--- src/rtl/irq_controller_vec.sv ---
// Vectored interrupt controller: per-line edge/level capture, mie/global masking,
// fixed-priority selection (index 0 highest) and a trap/mret handshake with one-hot ack.
module irq_controller_vec #(
  parameter int unsigned          N_IRQ     = 16,
  parameter logic [N_IRQ-1:0]     EDGE_MASK = '0
) (
  input  logic             clk_i,
  input  logic             rst_i,
  input  logic [N_IRQ-1:0] irq_req_i,
  input  logic [N_IRQ-1:0] mie_i,
  input  logic             global_ie_i,
  input  logic             stall_i,
  input  logic             exception_i,
  input  logic             mret_i,
  output logic             irq_o,
  output logic [31:0]      irq_cause_o,
  output logic [N_IRQ-1:0] irq_ret_o,
  output logic             in_service_o
);

  localparam int unsigned ID_W = (N_IRQ > 1) ? $clog2(N_IRQ) : 1;

  typedef enum logic {
    ST_IDLE,
    ST_SERVICE
  } state_t;

  state_t            r_state;
  state_t            w_state_nxt;
  logic [N_IRQ-1:0]  r_req_q;
  logic [N_IRQ-1:0]  r_pend_q;
  logic [N_IRQ-1:0]  r_ret_q;
  logic [ID_W-1:0]   r_cur_id;

  logic [N_IRQ-1:0]  w_pending;
  logic [N_IRQ-1:0]  w_eligible;
  logic [ID_W-1:0]   w_sel_id;
  logic              w_take;
  logic [N_IRQ-1:0]  w_ret_nxt;
  logic [N_IRQ-1:0]  w_set;
  logic [N_IRQ-1:0]  w_clr;
  logic [N_IRQ-1:0]  w_pend_nxt;
  logic [4:0]        w_code;

  // Level lines use the registered request so irq_o never sees irq_req_i combinationally.
  assign w_pending  = (r_pend_q & EDGE_MASK) | (r_req_q & ~EDGE_MASK);
  assign w_eligible = w_pending & mie_i & {N_IRQ{global_ie_i}};

  always_comb begin
    w_sel_id = '0;
    for (int unsigned i = N_IRQ; i > 0; i--) begin
      if (w_eligible[i-1]) w_sel_id = ID_W'(i - 1);
    end
  end

  always_comb begin
    w_state_nxt = r_state;
    w_take      = 1'b0;
    w_ret_nxt   = '0;
    case (r_state)
      ST_IDLE: begin
        w_take = (|w_eligible) & ~stall_i & ~exception_i;
        if (w_take) w_state_nxt = ST_SERVICE;
      end
      ST_SERVICE: begin
        if (mret_i && !stall_i) begin
          w_state_nxt         = ST_IDLE;
          w_ret_nxt[r_cur_id] = 1'b1;
        end
      end
      default: w_state_nxt = ST_IDLE;
    endcase
  end

  // A new edge on the line being taken re-arms it: set beats clear.
  always_comb begin
    w_set = irq_req_i & ~r_req_q & EDGE_MASK;
    w_clr = '0;
    if (w_take) w_clr[w_sel_id] = 1'b1;
    w_pend_nxt = ((r_pend_q & ~w_clr) | w_set) & EDGE_MASK;
  end

  assign w_code       = 5'd16 + 5'(w_sel_id);
  assign irq_o        = w_take;
  assign irq_cause_o  = w_take ? {1'b1, 26'b0, w_code} : 32'h0;
  assign irq_ret_o    = r_ret_q;
  assign in_service_o = (r_state == ST_SERVICE);

  always_ff @(posedge clk_i or negedge rst_i) begin
    if (!rst_i) begin
      r_state  <= ST_IDLE;
      r_req_q  <= '0;
      r_pend_q <= '0;
      r_ret_q  <= '0;
      r_cur_id <= '0;
    end else begin
      r_state  <= w_state_nxt;
      r_req_q  <= irq_req_i;
      r_pend_q <= w_pend_nxt;
      r_ret_q  <= w_ret_nxt;
      if (w_take) r_cur_id <= w_sel_id;
    end
  end

endmodule

--- config.mk ---
export PLATFORM = sky130hd
export DESIGN_NAME = irq_controller_vec
export DESIGN_NICKNAME = d
export VERILOG_FILES = /design/src/rtl/irq_controller_vec.sv
export SDC_FILE = /design/constraint.sdc
export NUM_CORES = 1
export LEC_CHECK = 0
export ABC_CLOCK_PERIOD_IN_PS = 4100
export BUFFER_PORTS_ARGS = -buffer_cell sky130_fd_sc_hd__buf_4
export CAP_MARGIN = 20
export CORE_UTILIZATION = 50
export CTS_BUF_LIST = sky130_fd_sc_hd__clkbuf_2 sky130_fd_sc_hd__clkbuf_4 sky130_fd_sc_hd__clkbuf_8
export CTS_CLUSTER_SIZE = 24
export DETAILED_ROUTE_END_ITERATION = 8
export GPL_TIMING_DRIVEN = 0
export PLACE_DENSITY = 0.86
export SYNTH_ARGS = -nofsm -noshare
export SYNTH_HDL_FRONTEND = slang
export SYNTH_SLANG_ARGS = --single-unit
--- constraint.sdc ---
create_clock -name clk_i -period 4.1 [get_ports clk_i]
set_input_delay 0.615 -clock clk_i [delete_from_list [all_inputs] [get_ports clk_i]]
set_output_delay 0.615 -clock clk_i [all_outputs]
set_load 0.1 [all_outputs]
==> impl_metrics.ini, run 1 <==
[clock_network]
clk_latency_ns = 0.34
cts_buffers = 5
cts.sinks = 37
postCtsSetupBuffers = 0
clkTransAtPathRegs_ns = 0.11
htree_levels = 2
post_cts_resized = 0
tritoncts = yes
cts_hold_buf = 0
cts_max_path_buffers = 2
root_buffer = clkbuf_4

[die]
die_w_um = 59.5
die_h_um = 59.5
dieArea_mm2 = 0.00353
num_rows = 20
initial_core_util = 0.532
io_pins = 88
core_mm2 = 0.00310

[final_layout]
drive_above_1_share = 0.441
fillCellCount = 259
num-nets-final = 282
final_cell_mix = buf_4 (89), dfrtp_1 (37), conb_1 (26)
final_common_cell = buf_4
antennaDiodeCount = 0
syn2layout_area_growth_pct = 42.5

[synth]
synth-seq-cells = 37
synth_area_mm2 = 0.00165
synth_cell_types = 33
syn_inst = 151
yosysWarnings = 0
seq_area_frac_synth = 0.561
syn_area_per_cell_um2 = 10.9

[routing]
route.detailed.drc = 0
drt_first_iter_violations = 42
routed_wirelength_mm = 3.12
vias = 1338
detail_route.first_pass.iterations = 4
detail_route.wl_per_cell_um = 10.8
viasPerCell = 4.63
ant_nets = 0

[sta]
setup_viol = 0
fin_hold_ws_ns = 0.194
finalCriticalPeriod_ns = 2.78
finalClockSkew_ns = 0.0128
tightest_slew_ns = 0.541
fmaxAchievable_mhz = 360
slew_viol_final = 0
worst_slew_margin_rel = 0.630
final_hold_viol_count = 0
min_period_over_period = 0.677
rsz0062_at_grt = no
final.setup.tns_ns = 0

[placement]
hpwl_mm = 2.50
portBuffers = 61
gp_congestion = 0.785

[worst_setup_path]
end_kind = output port
startpoint = r_req_q[9]
path_class = reg2out
path_max_fanout = 9
cp-start-kind = flop
ff2ff_setup_slack_ns = 2.42
timing.rr.start = r_req_q[9]
cp.arrival_ns = 2.16
cp.required_ns = 3.48

[status]
status = complete, no violations

[global_route]
grt_pass1_wl_mm = 5.11
track_usage = 0.202
gr-total-overflow = 0
grt_max_degree = 38
antenna_found_initial = 0
grt_pass1_vias = 1224

[hold_path]
hold_class = in2async

[pwr]
powerDensity_mw_per_mm2 = 417
ir_worst_vdd_v = 0.000268
leakagePower_uw = 0.00127

[run]
cap_viol_max_count = 0
critical path: stages, from the launching register on:
cell     delay [ns]
dfrtp_1        0.42
a22oi_2        0.24
a41oi_1        0.23
o31ai_4        0.44
inv_1          0.13
buf_4          0.15
buf_4          0.22
state kept, by name, indices dropped and copies added (netlist names):
signal and flops:
r_req_q 16, r_cur_id 4, in_service_o 1, irq_ret_o 16
layer usage:
| metal | share of wire | routed length [um] | track usage | up-vias |
|---|---|---|---|---|
| met5 | 0 | 0 | 0 | - |
| li1 | - | - | - | 661 |
| met2 | 0.50 | 1550 | 0.342 | 79 |
| met1 | 0.37 | 1150 | 0.212 | 587 |
| met4 | 0.030 | 93 | 0.109 | 0 |
| met3 | 0.10 | 327 | 0.0830 | 11 |
metrics by stage:
| stage | cell area, um^2 | utilization | instances | setup WS [ns] | total power (uW) |
|---|---|---|---|---|---|
| after global routing | 2350 | 0.758 | 289 | 1.16 | 1020 |
| after CTS | 2350 | 0.758 | 289 | 1.28 | 986 |
| final | 2350 | 0.758 | 289 | 1.32 | 980 |
| after global placement | 2260 | 0.729 | 281 | 1.39 | 717 |
| after floorplan | 1750 | - | 176 | 0.802 | 657 |
| after detailed placement | 2260 | 0.729 | 281 | 1.37 | 721 |
final cells by class:
cell class / instances / area [um^2] / share of cell area
Timing Repair Buffer: 61 / 458 / 0.195
Clock inverter: 1 / 30.0 / 0.0128
Tap cell: 44 / 55.1 / 0.0234
Sequential cell: 37 / 926 / 0.394
Buffer: 29 / 214 / 0.0910
Inverter: 4 / 15.0 / 0.00639
Clock buffer: 7 / 58.8 / 0.0250
Multi-Input combinational cell: 106 / 594 / 0.253
logic make-up after synthesis:
group,after synthesis,synth area share
other,1,0.00227
AOI/OAI and AO/OA,29,0.157
and+or+nand+nor,51,0.141
DFF,37,0.561
buffers and inverters,33,0.139
power by group:
group          switching [uW]  leakage (uW)  internal [uW]  total [uW]
combinational             227      0.000745           80.9         308
clock                     112     0.0000489            152         264
sequential               20.0      0.000474            388         408
path summary, 6_finish.rpt:
kind | to | cells after the start
worst min register to register | irq_ret_o[4] | 1
max in group asynchronous | r_req_q[8] | 1
min in group clk_i | r_req_q[10] | 1
worst min-delay path | irq_ret_o[7] | 1
worst max register to register | r_cur_id[2] | 5
worst max-delay path | irq_cause_o[31] | 6
Yosys cell counts (all sizes together):
master   instances  share of area
nor2            17          0.039
a32oi            1         0.0053
and3             1         0.0038
nand2           16          0.036
nand3            3         0.0091
nand4b           1         0.0053
a32o             1         0.0061
inv              4         0.0091
conb             1         0.0023
dfrtp           37           0.56
o211ai           1         0.0046
a31oi            4          0.019
a22oi            7          0.044
o221a            1         0.0068
a21o             3          0.015
a21oi            3         0.0091
nand3b           1         0.0046
a2111oi          1         0.0053
a41oi            1         0.0053
buf             28           0.13
clkbuf           1         0.0023
o21ai            1         0.0030
nand4            1         0.0038
nand2b           3          0.011
o31ai            2          0.017
a22o             3          0.016
or3              1         0.0038
nor3             7          0.024
Note: power is estimated with default switching activity, not from simulation.
==> run 2, diff against run 1 <==
- ABC_CLOCK_PERIOD_IN_PS: 4100 -> 2830
- CORE_UTILIZATION: 50 -> 46
- PLACE_DENSITY: 0.86 -> 0.8
- clock period: 4.1 -> 2.83 ns (I/O delays scaled with it)
==> run 2 against run 1 <==
  * Via count is 3.4% lower
  * Largest power group unchanged
  * Sequential power is 45% higher
  * Die area is 8.4% higher
  * Core utilization is 7.7 points lower
  * Final cell count stayed put
  * Critical endpoint is now irq_cause_o[4]
  * Global-route usage is 3.1 points lower
  * Highest routed layer unchanged
  * Clock-buffer cell count is 2 lower
  * Sequential share of layout area is 0.75 points higher
==> impl_metrics.ini, run 2 (synthesis gave the netlist of run 1 again) <==
[status]
status = complete, no violations

[clock_network]
htree_levels = 2
cts.sinks = 37
postCtsSetupBuffers = 0
cts_buffers = 5
clk_latency_ns = 0.34
post_cts_resized = 0
root_buffer = clkbuf_4
cts_max_path_buffers = 2
clkTransAtPathRegs_ns = 0.10
tritoncts = yes
cts_hold_buf = 0

[run]
cap_viol_max_count = 0

[routing]
route.detailed.drc = 0
routed_wirelength_mm = 2.97
drt_first_iter_violations = 61
viasPerCell = 4.47
vias = 1292
detail_route.wl_per_cell_um = 10.3
ant_nets = 0
detail_route.first_pass.iterations = 4

[sta]
slew_viol_final = 0
setup_viol = 0
rsz0062_at_grt = no
worst_slew_margin_rel = 0.590
fmaxAchievable_mhz = 391
finalCriticalPeriod_ns = 2.56
finalClockSkew_ns = 0.00429
tightest_slew_ns = 0.611
min_period_over_period = 0.904
final_hold_viol_count = 0
worst_slack_ns = 0.271

[final_layout]
finish.utilization = 0.681
syn2layout_area_growth_pct = 39.8
final_common_cell = buf_4
drive_above_1_share = 0.436
antennaDiodeCount = 0
fin_cells = 289
final_area_mm2 = 0.00231
final_cell_mix = buf_4 (89), dfrtp_1 (37), conb_1 (26)
num-nets-final = 282

[worst_setup_path]
cp.required_ns = 2.41
r2r_cells = 5
r2r-end = r_cur_id[2]
cp-endpoint = irq_cause_o[4]
timing.rr.start = r_req_q[5]
path_max_fanout = 9
ff2ff_setup_slack_ns = 1.17
cp-start-kind = flop
end_kind = output port
path_class = reg2out
cp.arrival_ns = 2.13
startpoint = r_req_q[5]

[die]
initial_core_util = 0.487
dieArea_mm2 = 0.00383
io_pins = 88
num_rows = 21
die_h_um = 61.9
core_mm2 = 0.00339
die_w_um = 61.9

[pwr]
totalPowerFinal_uw = 1280
powerDensity_mw_per_mm2 = 554
leakagePower_uw = 0.00125
ir_worst_vdd_v = 0.000332

[global_route]
grtUsageMet2 = 0.295
busiest_layer = met2
antenna_found_initial = 0
grt_pass1_vias = 1072
grt_pass1_wl_mm = 4.53
grtUsageMet3 = 0.0745
grt_util_met1 = 0.181
gr-total-overflow = 0
track_usage = 0.171
grt_max_degree = 38

[placement]
dpl.cell_count = 283
hpwl_mm = 2.39
placed_area_mm2 = 0.00226
place_ws_ns = 0.465
gp_congestion = 0.806
portBuffers = 61

[hold_path]
hold_class = in2async
==> run 2: cell types whose count changed in the layout (fill, tap and decap cells not counted) <==
cell and change:
clkbuf_4 -1, bufinv_16 -1, clkinv_2 +1, clkbuf_8 -1
==> run 2: area by class of cell <==
type | instances | area (um^2)
clock inverters | 1 | 5.00
multi-input cells | 106 | 594
fillers | 288 | 1080
clock buffers | 5 | 37.5
plain buffers | 29 | 214
repair buffers | 61 | 458
well taps | 46 | 57.6
inverters | 4 | 15.0
flip-flops and latches | 37 | 926
==> run 2: worst max-delay path, cell delays in order, from the launching register on <==
cell and delay, ns:
dfrtp_1 0.39, a22oi_1 0.26, a21oi_1 0.19, o31ai_4 0.45, inv_1 0.13, buf_4 0.15, buf_4 0.22
==> run 2: worst min path at each step <==
stage	end	slack, ns	cells past startpoint
3_3_place_gp	irq_ret_o[14]	0.40	1
3_5_place_dp	irq_ret_o[14]	0.40	1
2_1_floorplan	in_service_o	0.13	0
5_1_grt	irq_ret_o[14]	0.04	1
6_report	irq_ret_o[15]	0.02	1
4_1_cts	irq_ret_o[14]	0.03	1
==> run 2: through the flow <==
step / hold WS (ns) / setup TNS, ns
6_report: 0.0178 / 0
5_1_grt: 0.0382 / 0
4_1_cts: 0.0275 / 0
3_5_place_dp: 0.403 / 0
3_3_place_gp: 0.399 / 0
2_1_floorplan: 0.129 / -0.790
==> run 2: layer usage <==
layer / vias up / wire, um
li1: 652 / -
met5: - / 0
met2: 63 / 1510
met4: 0 / 48
met1: 571 / 1130
met3: 6 / 273
==> run 2: where the power goes <==
group / switching (uW) / total [uW] / internal [uW]
Sequential: 30.2 / 592 / 562
Clock: 158 / 244 / 86.0
Combinational: 326 / 443 / 117
Total: 514 / 1280 / 765
